## src/rtl/mac_rr_scheduler.sv

```systemverilog
// mac_rr_scheduler: round-robin shared two-stage multiply-accumulate pipeline with tagged responses
module mac_rr_scheduler #(
    parameter int NUM_REQ    = 4,
    parameter int DATA_WIDTH = 8,
    parameter int ID_WIDTH   = $clog2(NUM_REQ)
) (
    input  logic                          clk,
    input  logic                          reset,
    input  logic [NUM_REQ-1:0]            req_valid,
    output logic [NUM_REQ-1:0]            req_ready,
    input  logic [NUM_REQ*DATA_WIDTH-1:0] req_a,
    input  logic [NUM_REQ*DATA_WIDTH-1:0] req_b,
    input  logic [NUM_REQ*DATA_WIDTH-1:0] req_c,
    output logic                          rsp_valid,
    input  logic                          rsp_ready,
    output logic [ID_WIDTH-1:0]           rsp_id,
    output logic [2*DATA_WIDTH-1:0]       rsp_data,
    output logic                          busy
);
    localparam int PW = 2 * DATA_WIDTH;
    logic                  advance;
    logic                  gnt_any;
    logic [ID_WIDTH-1:0]   gnt_idx;
    logic [ID_WIDTH-1:0]   cand;
    logic [ID_WIDTH-1:0]   last_grant;
    logic [DATA_WIDTH-1:0] sel_a;
    logic [DATA_WIDTH-1:0] sel_b;
    logic [DATA_WIDTH-1:0] sel_c;
    logic                  s1_valid;
    logic [PW-1:0]         s1_prod;
    logic [DATA_WIDTH-1:0] s1_c;
    logic [ID_WIDTH-1:0]   s1_id;
    assign advance   = !rsp_valid || rsp_ready;
    assign busy      = s1_valid || rsp_valid;
    assign sel_a     = req_a[gnt_idx*DATA_WIDTH +: DATA_WIDTH];
    assign sel_b     = req_b[gnt_idx*DATA_WIDTH +: DATA_WIDTH];
    assign sel_c     = req_c[gnt_idx*DATA_WIDTH +: DATA_WIDTH];
    assign req_ready = (advance && gnt_any && !reset) ? NUM_REQ'(1) << gnt_idx : '0;
    // Round-robin search from last_grant+1; the nearest candidate is visited last so it wins
    always_comb begin
        gnt_any = 1'b0;
        gnt_idx = '0;
        cand    = '0;
        for (int k = NUM_REQ; k >= 1; k--) begin
            cand = ID_WIDTH'((int'(last_grant) + k) % NUM_REQ);
            if (req_valid[cand]) begin
                gnt_any = 1'b1;
                gnt_idx = cand;
            end
        end
    end
    // Multiply stage, accumulate/output stage and grant pointer, all frozen together on a stall
    always_ff @(posedge clk or posedge reset) begin
        if (reset) begin
            s1_valid   <= 1'b0;
            s1_prod    <= '0;
            s1_c       <= '0;
            s1_id      <= '0;
            rsp_valid  <= 1'b0;
            rsp_id     <= '0;
            rsp_data   <= '0;
            last_grant <= ID_WIDTH'(NUM_REQ - 1);
        end else if (advance) begin
            s1_valid  <= gnt_any;
            s1_prod   <= PW'(sel_a) * PW'(sel_b);
            s1_c      <= sel_c;
            s1_id     <= gnt_idx;
            rsp_valid <= s1_valid;
            rsp_id    <= s1_id;
            rsp_data  <= s1_prod + PW'(s1_c);
            if (gnt_any) last_grant <= gnt_idx;
        end
    end
endmodule

```

## config.mk

```make
export PLATFORM = sky130hd
export DESIGN_NAME = mac_rr_scheduler
export DESIGN_NICKNAME = d
export VERILOG_FILES = /design/src/rtl/mac_rr_scheduler.sv
export SDC_FILE = /design/constraint.sdc
export NUM_CORES = 1
export LEC_CHECK = 0
export BUFFER_PORTS_ARGS = -buffer_cell sky130_fd_sc_hd__buf_2
export CORE_ASPECT_RATIO = 0.8
export CORE_MARGIN = 5
export CORE_UTILIZATION = 55
export DETAILED_ROUTE_END_ITERATION = 10
export HOLD_SLACK_MARGIN = 0.06
export PLACE_DENSITY = 0.84
export SYNTH_ARGS = -nofsm -noshare
export SYNTH_HDL_FRONTEND = slang
export SYNTH_SLANG_ARGS = --single-unit
```

## constraint.sdc

```tcl
create_clock -name clk -period 6.1 [get_ports clk]
set_input_delay 1.22 -clock clk [delete_from_list [all_inputs] [get_ports clk]]
set_output_delay 1.22 -clock clk [all_outputs]
set_load 0.005 [all_outputs]
```

# Word level (Yosys, flattened, before mapping)
# Cells that the tools add are included.
[totals]
input_bits = 103
register_bits = 48
[op_classes]
shift = 4
n_lt_le_gt_ge = 4
addsub = 5
mul = 1
n_mux = 17
reduce_logical = 7
[op_table]
columns = ["cell", "count"]
rows = [
  ["$shiftx A32 B6 Y8", 3],
  ["$add A16 B8 Y16", 1],
  ["$mul A8 B8 Y16", 1],
  ["$lt A2 B3 Y1 const B", 4],
  ["$bmux W1 S2", 4],
  ["$mux W1", 8],
  ["$mux W2", 4],
  ["$add A2 B1 Y2 const B", 2],
  ["$add A2 B2 Y2 const B", 2],
  ["$mux W4", 1],
  ["$shl A1 B2 Y4 const A", 1],
  ["$logic_and A1 B1 Y1", 2],
  ["$logic_not A1 Y1", 2],
  ["$logic_or A1 B1 Y1", 2],
  ["$reduce_and A2 Y1", 1],
]

# Logic depth before layout (Yosys ltp)
# Gate-level depths: netlist of the first run.
[depth]
depth_word = 10
depth_mapped = 23
ltp_nobuf = 21

# Worst setup path after synthesis of the first run
# Ideal clock, no wire load.
[synth_path]
path_kind = "input-to-reg"
start = "in req_valid[1]"
end = "reg s1_prod[12]"
t_required_ns = 5.966
stages = 20
arrival_ns = 5.920
setup_ns = 0.134
path_slack_ns = 0.046
n_path_buf = 1
path_cell_list = "nor2b_1 > a21oi_1 > o221a_2 > buf_2 > mux2_2 > or2_1 > fa_1 > fa_1 > inv_1 > fa_1 > inv_1 > fa_1 > inv_1 > ha_1 > o21ai_0 > a21oi_1 > a31o_2 > a21oi_1 > xor2_1 > o21ai_0"
[synth_between]
elab_chain_len = 8
elab_cells_between_ends = 15
[synth_lines]
columns = ["item", "line_no", "source"]
rows = [
  ["from (decl)", "9", "input logic [NUM_REQ-1:0] req_valid,"],
  ["$bmux W1 S2", "46", "if (req_valid[cand]) begin"],
  ["$mux W1 (not written as such)", "46", ""],
  ["$mux W2 (3 in a row)", "46", ""],
  ["$mux W2 *", "46", ""],
  ["$shiftx A32 B6 Y8 (on tied branches)", "35, 36", ""],
  ["$mul A8 B8 Y16 *", "65", "s1_prod <= PW'(sel_a) * PW'(sel_b);"],
  ["to (signal assigned)", "65", ""],
  ["to (decl)", "30", "logic [PW-1:0] s1_prod;"],
]
# Every way passes the cells marked *; elsewhere a longest branch is shown, timed or not. The select of a mux whose other input is x is not followed.
# A chain may end at the register's enable or synchronous reset.

# Worst setup path after layout of the first run
[layout_path]
start = "in req_valid[1]"
end = "reg s1_prod[15]"
# The elaborated chain is that of the path after synthesis.

==> results_dict.tcl, run 1 <==
set metrics [dict create \
    drt-initial-drc-count 344 \
    vias 4652 \
    final_nets 919 \
    route.detailed.drc 0 \
    grt_max_degree 49 \
    ys_ff_latch 48 \
    drive_gt1_share_pct 34.9 \
    synth_largest_area_cell "dfrtp_1" \
    hold_start "s1_prod[3]" \
    yosys-top-cells-area "dfrtp_1, fa_1, ha_1" \
    cts_tree "built" \
    outcome "complete, no violations" \
    fin_ws_ns 0.110 \
    cts.path.max_buffers 2 \
    worstMarginPinSlew_ns 0.980 \
    final-hold-violation-count 0 \
    synth_top_flop_cell "dfrtp_1" \
    slew_violations 0 \
    core_region_area_mm2 0.00904 \
    avgRoutedWirePerCell_um 16.2 \
    via_per_inst 5.47 \
    cp.arrival_ns 6.14 \
    synth_edf_count 0 \
    htreeDepth 2 \
    setup_viol 0 \
    detailedPlace.worstSlack_ns -0.384 \
    start_util_pct 56.3 \
    cts_sinks 48 \
    grt_pass1_wl_um 23700 \
    path_max_fanout 8 \
    setup.worst_path.class "in -> reg" \
    fin_crit_ns 5.99 \
    clk_latency_ns 0.29 \
    clock_skew_ns 0.00522 \
    synth_area_mm2 0.00508 \
    io_pins 127 \
    netlist_instances 557 \
    post-route-period-util_pct 98.2 \
    diodes 0 \
    synth_cell_types 48 \
    syn_to_final_growth_pct 30.2 \
    dieArea_mm2 0.0113 \
    hold_path.class "reg -> reg" \
    r2r_end "s1_prod[15]" \
    fp.dieW_um 118 \
    first_global_vias 5098 \
    fill_cells 648 \
    die_height_um 96 \
    async_flop_share_pct 100 \
    place_hpwl_um 10500 \
    holdBufCountCts 0 \
    required_ns 6.25 \
    first_pass_iters 5 \
    crit_path_start_kind "primary input" \
    fmax_ghz 0.167 \
    crit-reg2reg-launch "last_grant[1]" \
    yosysWarnings 0 \
    worstHoldPathCells 2 \
    reg2reg_slack_ns 0.62 \
    cts-root-buf "clkbuf_16" \
    syn_nets 741 \
    synth_common_cells "nor2_1, inv_1, mux2i_1" \
    max-cap-violations 0 \
    wl_um 13800 \
    max_slew_margin_pct 34.5 \
    ant_nets 0 \
    seq_area_frac_synth_pct 23.7 \
    ff2ff_path_depth 17 \
    grtUsageTotal_pct 25.3 \
    place_congestion 0.881 \
    io_buffers 126 \
    synth.most_common_cell "nor2_1" \
    hold_end "s1_prod[3]" \
    end_kind "flip-flop" \
    syn_avg_cell_area_um2 9.13 \
    antenna_found_initial 0 \
    clk_pin_slew_ns 0.06 \
    netlist.area_leader.share_pct 22.6 \
    rows 31 \
    grt_overflow_total 0 \
    cts_buffers 5 \
]
==> worst max-delay path by stage <==
stage | start | slack, ns | end
after floorplan | req_valid[1] | 0.05 | s1_prod[12]
after detailed placement | req_valid[1] | -0.38 | s1_prod[12]
after global routing | req_valid[1] | -0.04 | s1_prod[15]
after global placement | req_valid[1] | -0.28 | s1_prod[12]
final | req_valid[1] | 0.11 | s1_prod[15]
after CTS | req_valid[1] | -0.01 | s1_prod[12]
==> what timing repair did <==
| item | in CTS | in global routing |
|---|---|---|
| cloned | 2 | 1 |
| setup buffers | 5 | 10 |
| endpoints found under the setup margin | 3 | 8 |
| gates resized for setup | 20 | 38 |
| pin swaps | 4 | 29 |
==> through the flow <==
| step | instance area (um2) | hold slack (ns) | std cells | TNS (ns) | util (%) |
|---|---|---|---|---|---|
| global placement | 6130 | 0.448 | 828 | -1.27 | 67.8 |
| floorplan | 5080 | 0.445 | 557 | 0 | - |
| CTS | 6450 | 0.477 | 843 | -0.00956 | 71.4 |
| detailed placement | 6130 | 0.463 | 828 | -1.86 | 67.8 |
| finish | 6620 | 0.475 | 851 | 0 | 73.3 |
| global route | 6620 | 0.495 | 851 | -0.0472 | 73.3 |
==> metal layers <==
layer  vias up  GRT usage [%]  wire length, um
met1      2268           29.8             5660
met4         0           5.92              236
met3        20           3.41              574
met2       129           49.5             7290
met5         -              0                0
li1       2235              -                -
==> sequential cells by signal, indices dropped and copies added (netlist names) <==
name and cells:
s1_c 8, rsp_data 16, rsp_id 2, last_grant 2
s1_id 2, s1_prod 16, rsp_valid 1, s1_valid 1
==> layout by cell type (no fill, tap or decap), drive strengths merged, types with 2 or more instances in the layout <==
cell type / Yosys / final
buf: 9 / 189
nor2: 74 / 74
inv: 54 / 54
mux2i: 49 / 49
nand2: 46 / 46
dfrtp: 46 / 46
ha: 44 / 44
fa: 37 / 37
o21ai: 27 / 27
a21oi: 20 / 20
or2: 20 / 20
mux2: 16 / 16
xor2: 12 / 12
xnor2: 11 / 11
o21a: 10 / 10
a21o: 9 / 9
nand3: 7 / 7
a22oi: 7 / 7
clkbuf: 10 / 7
a31oi: 5 / 5
nand2b: 4 / 4
a211oi: 4 / 4
nor2b: 4 / 4
a22o: 3 / 3
nor3b: 3 / 3
and3: 3 / 3
o211ai: 3 / 3
nor3: 3 / 3
and2: 2 / 2
clkinv: 0 / 2
dfstp: 2 / 2
o2111ai: 2 / 2
nor4: 2 / 2
==> critical path, cell delays in order <==
cell,delay [ns]
buf_2,0.12
buf_4,0.13
a21oi_2,0.11
a31oi_2,0.06
a21oi_4,0.22
buf_6,0.15
buf_12,0.13
mux2i_1,0.07
mux2_4,0.31
or2_4,0.26
fa_1,0.54
inv_1,0.06
fa_1,0.50
fa_1,0.49
ha_1,0.31
ha_1,0.21
or2_1,0.26
buf_4,0.15
nor4_2,0.17
nand3_1,0.16
a41oi_2,0.23
xnor2_1,0.16
a21oi_1,0.09
==> cell type report <==
type / instances / area, um2 / area share, %
well taps: 115 / 144 / 2.17
inverters: 54 / 203 / 3.06
clock inverters: 2 / 10.0 / 0.151
clock buffers: 6 / 139 / 2.10
multi-input cells: 436 / 3760 / 56.8
repair buffers: 190 / 1160 / 17.5
flip-flops and latches: 48 / 1200 / 18.2
==> kinds of logic (layout without fill, tap and decap cells) <==
| logic type | count (synthesis) | count (layout) | share of synthesized area, % |
|---|---|---|---|
| AND/OR/NAND/NOR | 170 | 170 | 15.1 |
| XOR/XNOR | 23 | 23 | 3.96 |
| buffers and inverters | 73 | 252 | 6.23 |
| adder cells (fa/ha/maj) | 81 | 81 | 25.4 |
| AO/OA/AOI/OAI | 97 | 97 | 12.5 |
| multiplexers | 65 | 65 | 13.2 |
| flip-flops | 48 | 48 | 23.7 |
Power of run 1 is not shown: default switching activity piles up to over one toggle a cycle in this logic, so the estimate is an artifact.
==> run 2, diff against run 1 <==
CAP_MARGIN = 40   (was not set)
clock period = 7.35 ns   (was 6.1 ns; I/O delays follow)
==> run 2 against run 1 <==
Against the previous run:
- worst setup slack better by 0.66 ns
- sequential share of layout area up 2.0 points
- clock skew up 0.0011 ns
- global-route usage down 3.2 points
- sequential cell count unchanged
- highest routed layer unchanged
==> results_dict.tcl, run 2 (synthesis results as in run 1) <==
set metrics [dict create \
    avgRoutedWirePerCell_um 15.2 \
    grt_max_degree 46 \
    cp.arrival_ns 6.73 \
    clk_latency_ns 0.29 \
    cts_tree "built" \
    final_cell_mix "buf_2, nor2_1, inv_1" \
    cts.path.max_buffers 2 \
    diodes 0 \
    syn_to_final_growth_pct 17.3 \
    grt_overflow_total 0 \
    place_congestion 0.835 \
    fin_crit_ns 6.58 \
    reg_top3 "rsp_data: 16 flops, s1_prod: 16 flops, s1_c: 8 flops" \
    outcome "complete, no violations" \
    layout_commonest_cell "buf_2" \
    max_slew_margin_pct 63.7 \
    fmax_ghz 0.152 \
    cts_sinks 48 \
    gr-usage-met3_pct 3.70 \
    finalSetupTns_ns 0 \
    htreeDepth 2 \
    grt_pass1_wl_um 20900 \
    rows 31 \
    start_util_pct 56.3 \
    clk_pin_slew_ns 0.06 \
    wl_um 12000 \
    setup_viol 0 \
    io_buffers 126 \
    clock_skew_ns 0.00635 \
    leakage_uw 0.00307 \
    ctsResizeCount 0 \
    drive_gt1_share_pct 24.4 \
    core_region_area_mm2 0.00904 \
    first_global_vias 4592 \
    io_pins 127 \
    met2_usage_pct 41.3 \
    route.detailed.drc 0 \
    cts-root-buf "clkbuf_16" \
    use_met1_pct 27.3 \
    first_pass_iters 5 \
    slew_violations 0 \
    hold_path.class "reg -> reg" \
    p_total_uw 3430 \
    fp.dieW_um 118 \
    crit_path_start_kind "primary input" \
    holdBufCountCts 0 \
    end_kind "flip-flop" \
    cts_buffers 5 \
    reg2reg_slack_ns 1.51 \
    grtUsageTotal_pct 22.1 \
    ant_nets 0 \
    final-hold-violation-count 0 \
    die_height_um 96 \
    setup.worst_path.class "in -> reg" \
    top_usage_layer "met2" \
    drt-initial-drc-count 224 \
    post-route-period-util_pct 89.5 \
    cts_post_setup_buffers_inserted 0 \
    via_per_inst 5.44 \
    rsz0062_at_grt "no" \
    place_hpwl_um 9700 \
    utilization_pct 66.0 \
    dieArea_mm2 0.0113 \
    antenna_found_initial 0 \
    required_ns 7.50 \
    ir_worst_vdd_v 0.000376 \
    worstMarginPinSlew_ns 0.544 \
    max-cap-violations 0 \
    vias 4311 \
    power_density_mw_per_mm2 576 \
    path_max_fanout 22 \
    final_nets 860 \
]
==> run 2: routing by layer <==
layer | part of all wire [%] | vias to the layer above
li1 | - | 2122
met1 | 44 | 2039
met2 | 49 | 133
met3 | 5.6 | 17
met4 | 1.5 | 0
met5 | 0 | -
==> run 2: area by class of cell <==
type | instances | area [um2]
well taps | 115 | 144
fillers | 757 | 3070
inverters | 54 | 203
clock buffers | 8 | 146
multi-input cells | 436 | 3570
repair buffers | 131 | 701
flip-flops and latches | 48 | 1200
==> run 2: final timing paths <==
kind | start | to | cells after the start
setup / recovery | req_valid[1] | s1_prod[12] | 20
hold / removal | rsp_id[0] | rsp_id[0] | 2
setup reg to reg | last_grant[1] | s1_prod[12] | 19
hold reg to reg | rsp_id[0] | rsp_id[0] | 2
max in group asynchronous | reset | rsp_data[11] | 3
min in group asynchronous | reset | s1_prod[0] | 2
==> run 2: report_power, final <==
part	switching, uW	internal, uW
logic	1540	1210
registers	76.5	386
clock network	91.0	136
==> run 2: worst max-delay path: stages <==
cell	delay (ns)
buf_2	0.12
nor2b_1	0.14
a21oi_1	0.12
o221a_2	0.54
mux2_2	0.45
or2_1	0.26
fa_1	0.52
fa_1	0.54
inv_1	0.05
fa_1	0.52
inv_1	0.05
fa_1	0.53
inv_1	0.04
ha_1	0.35
o21ai_0	0.21
a21oi_1	0.13
a31o_2	0.25
a21oi_1	0.16
xor2_1	0.15
o21ai_0	0.09
==> run 2: stage by stage <==
| stage | hold WS, ns | cells | worst slack, ns | instance area (um2) |
|---|---|---|---|---|
| 2_1_floorplan | 0.445 | 557 | 1.05 | 5080 |
| 3_3_place_gp | 0.447 | 783 | 0.595 | 5790 |
| 3_5_place_dp | 0.459 | 784 | 0.425 | 5820 |
| 4_1_cts | 0.472 | 792 | 0.719 | 5960 |
| 5_1_grt | 0.504 | 792 | 0.355 | 5960 |
| 6_report | 0.467 | 792 | 0.772 | 5960 |
Note: power is estimated with default switching activity, not from simulation.
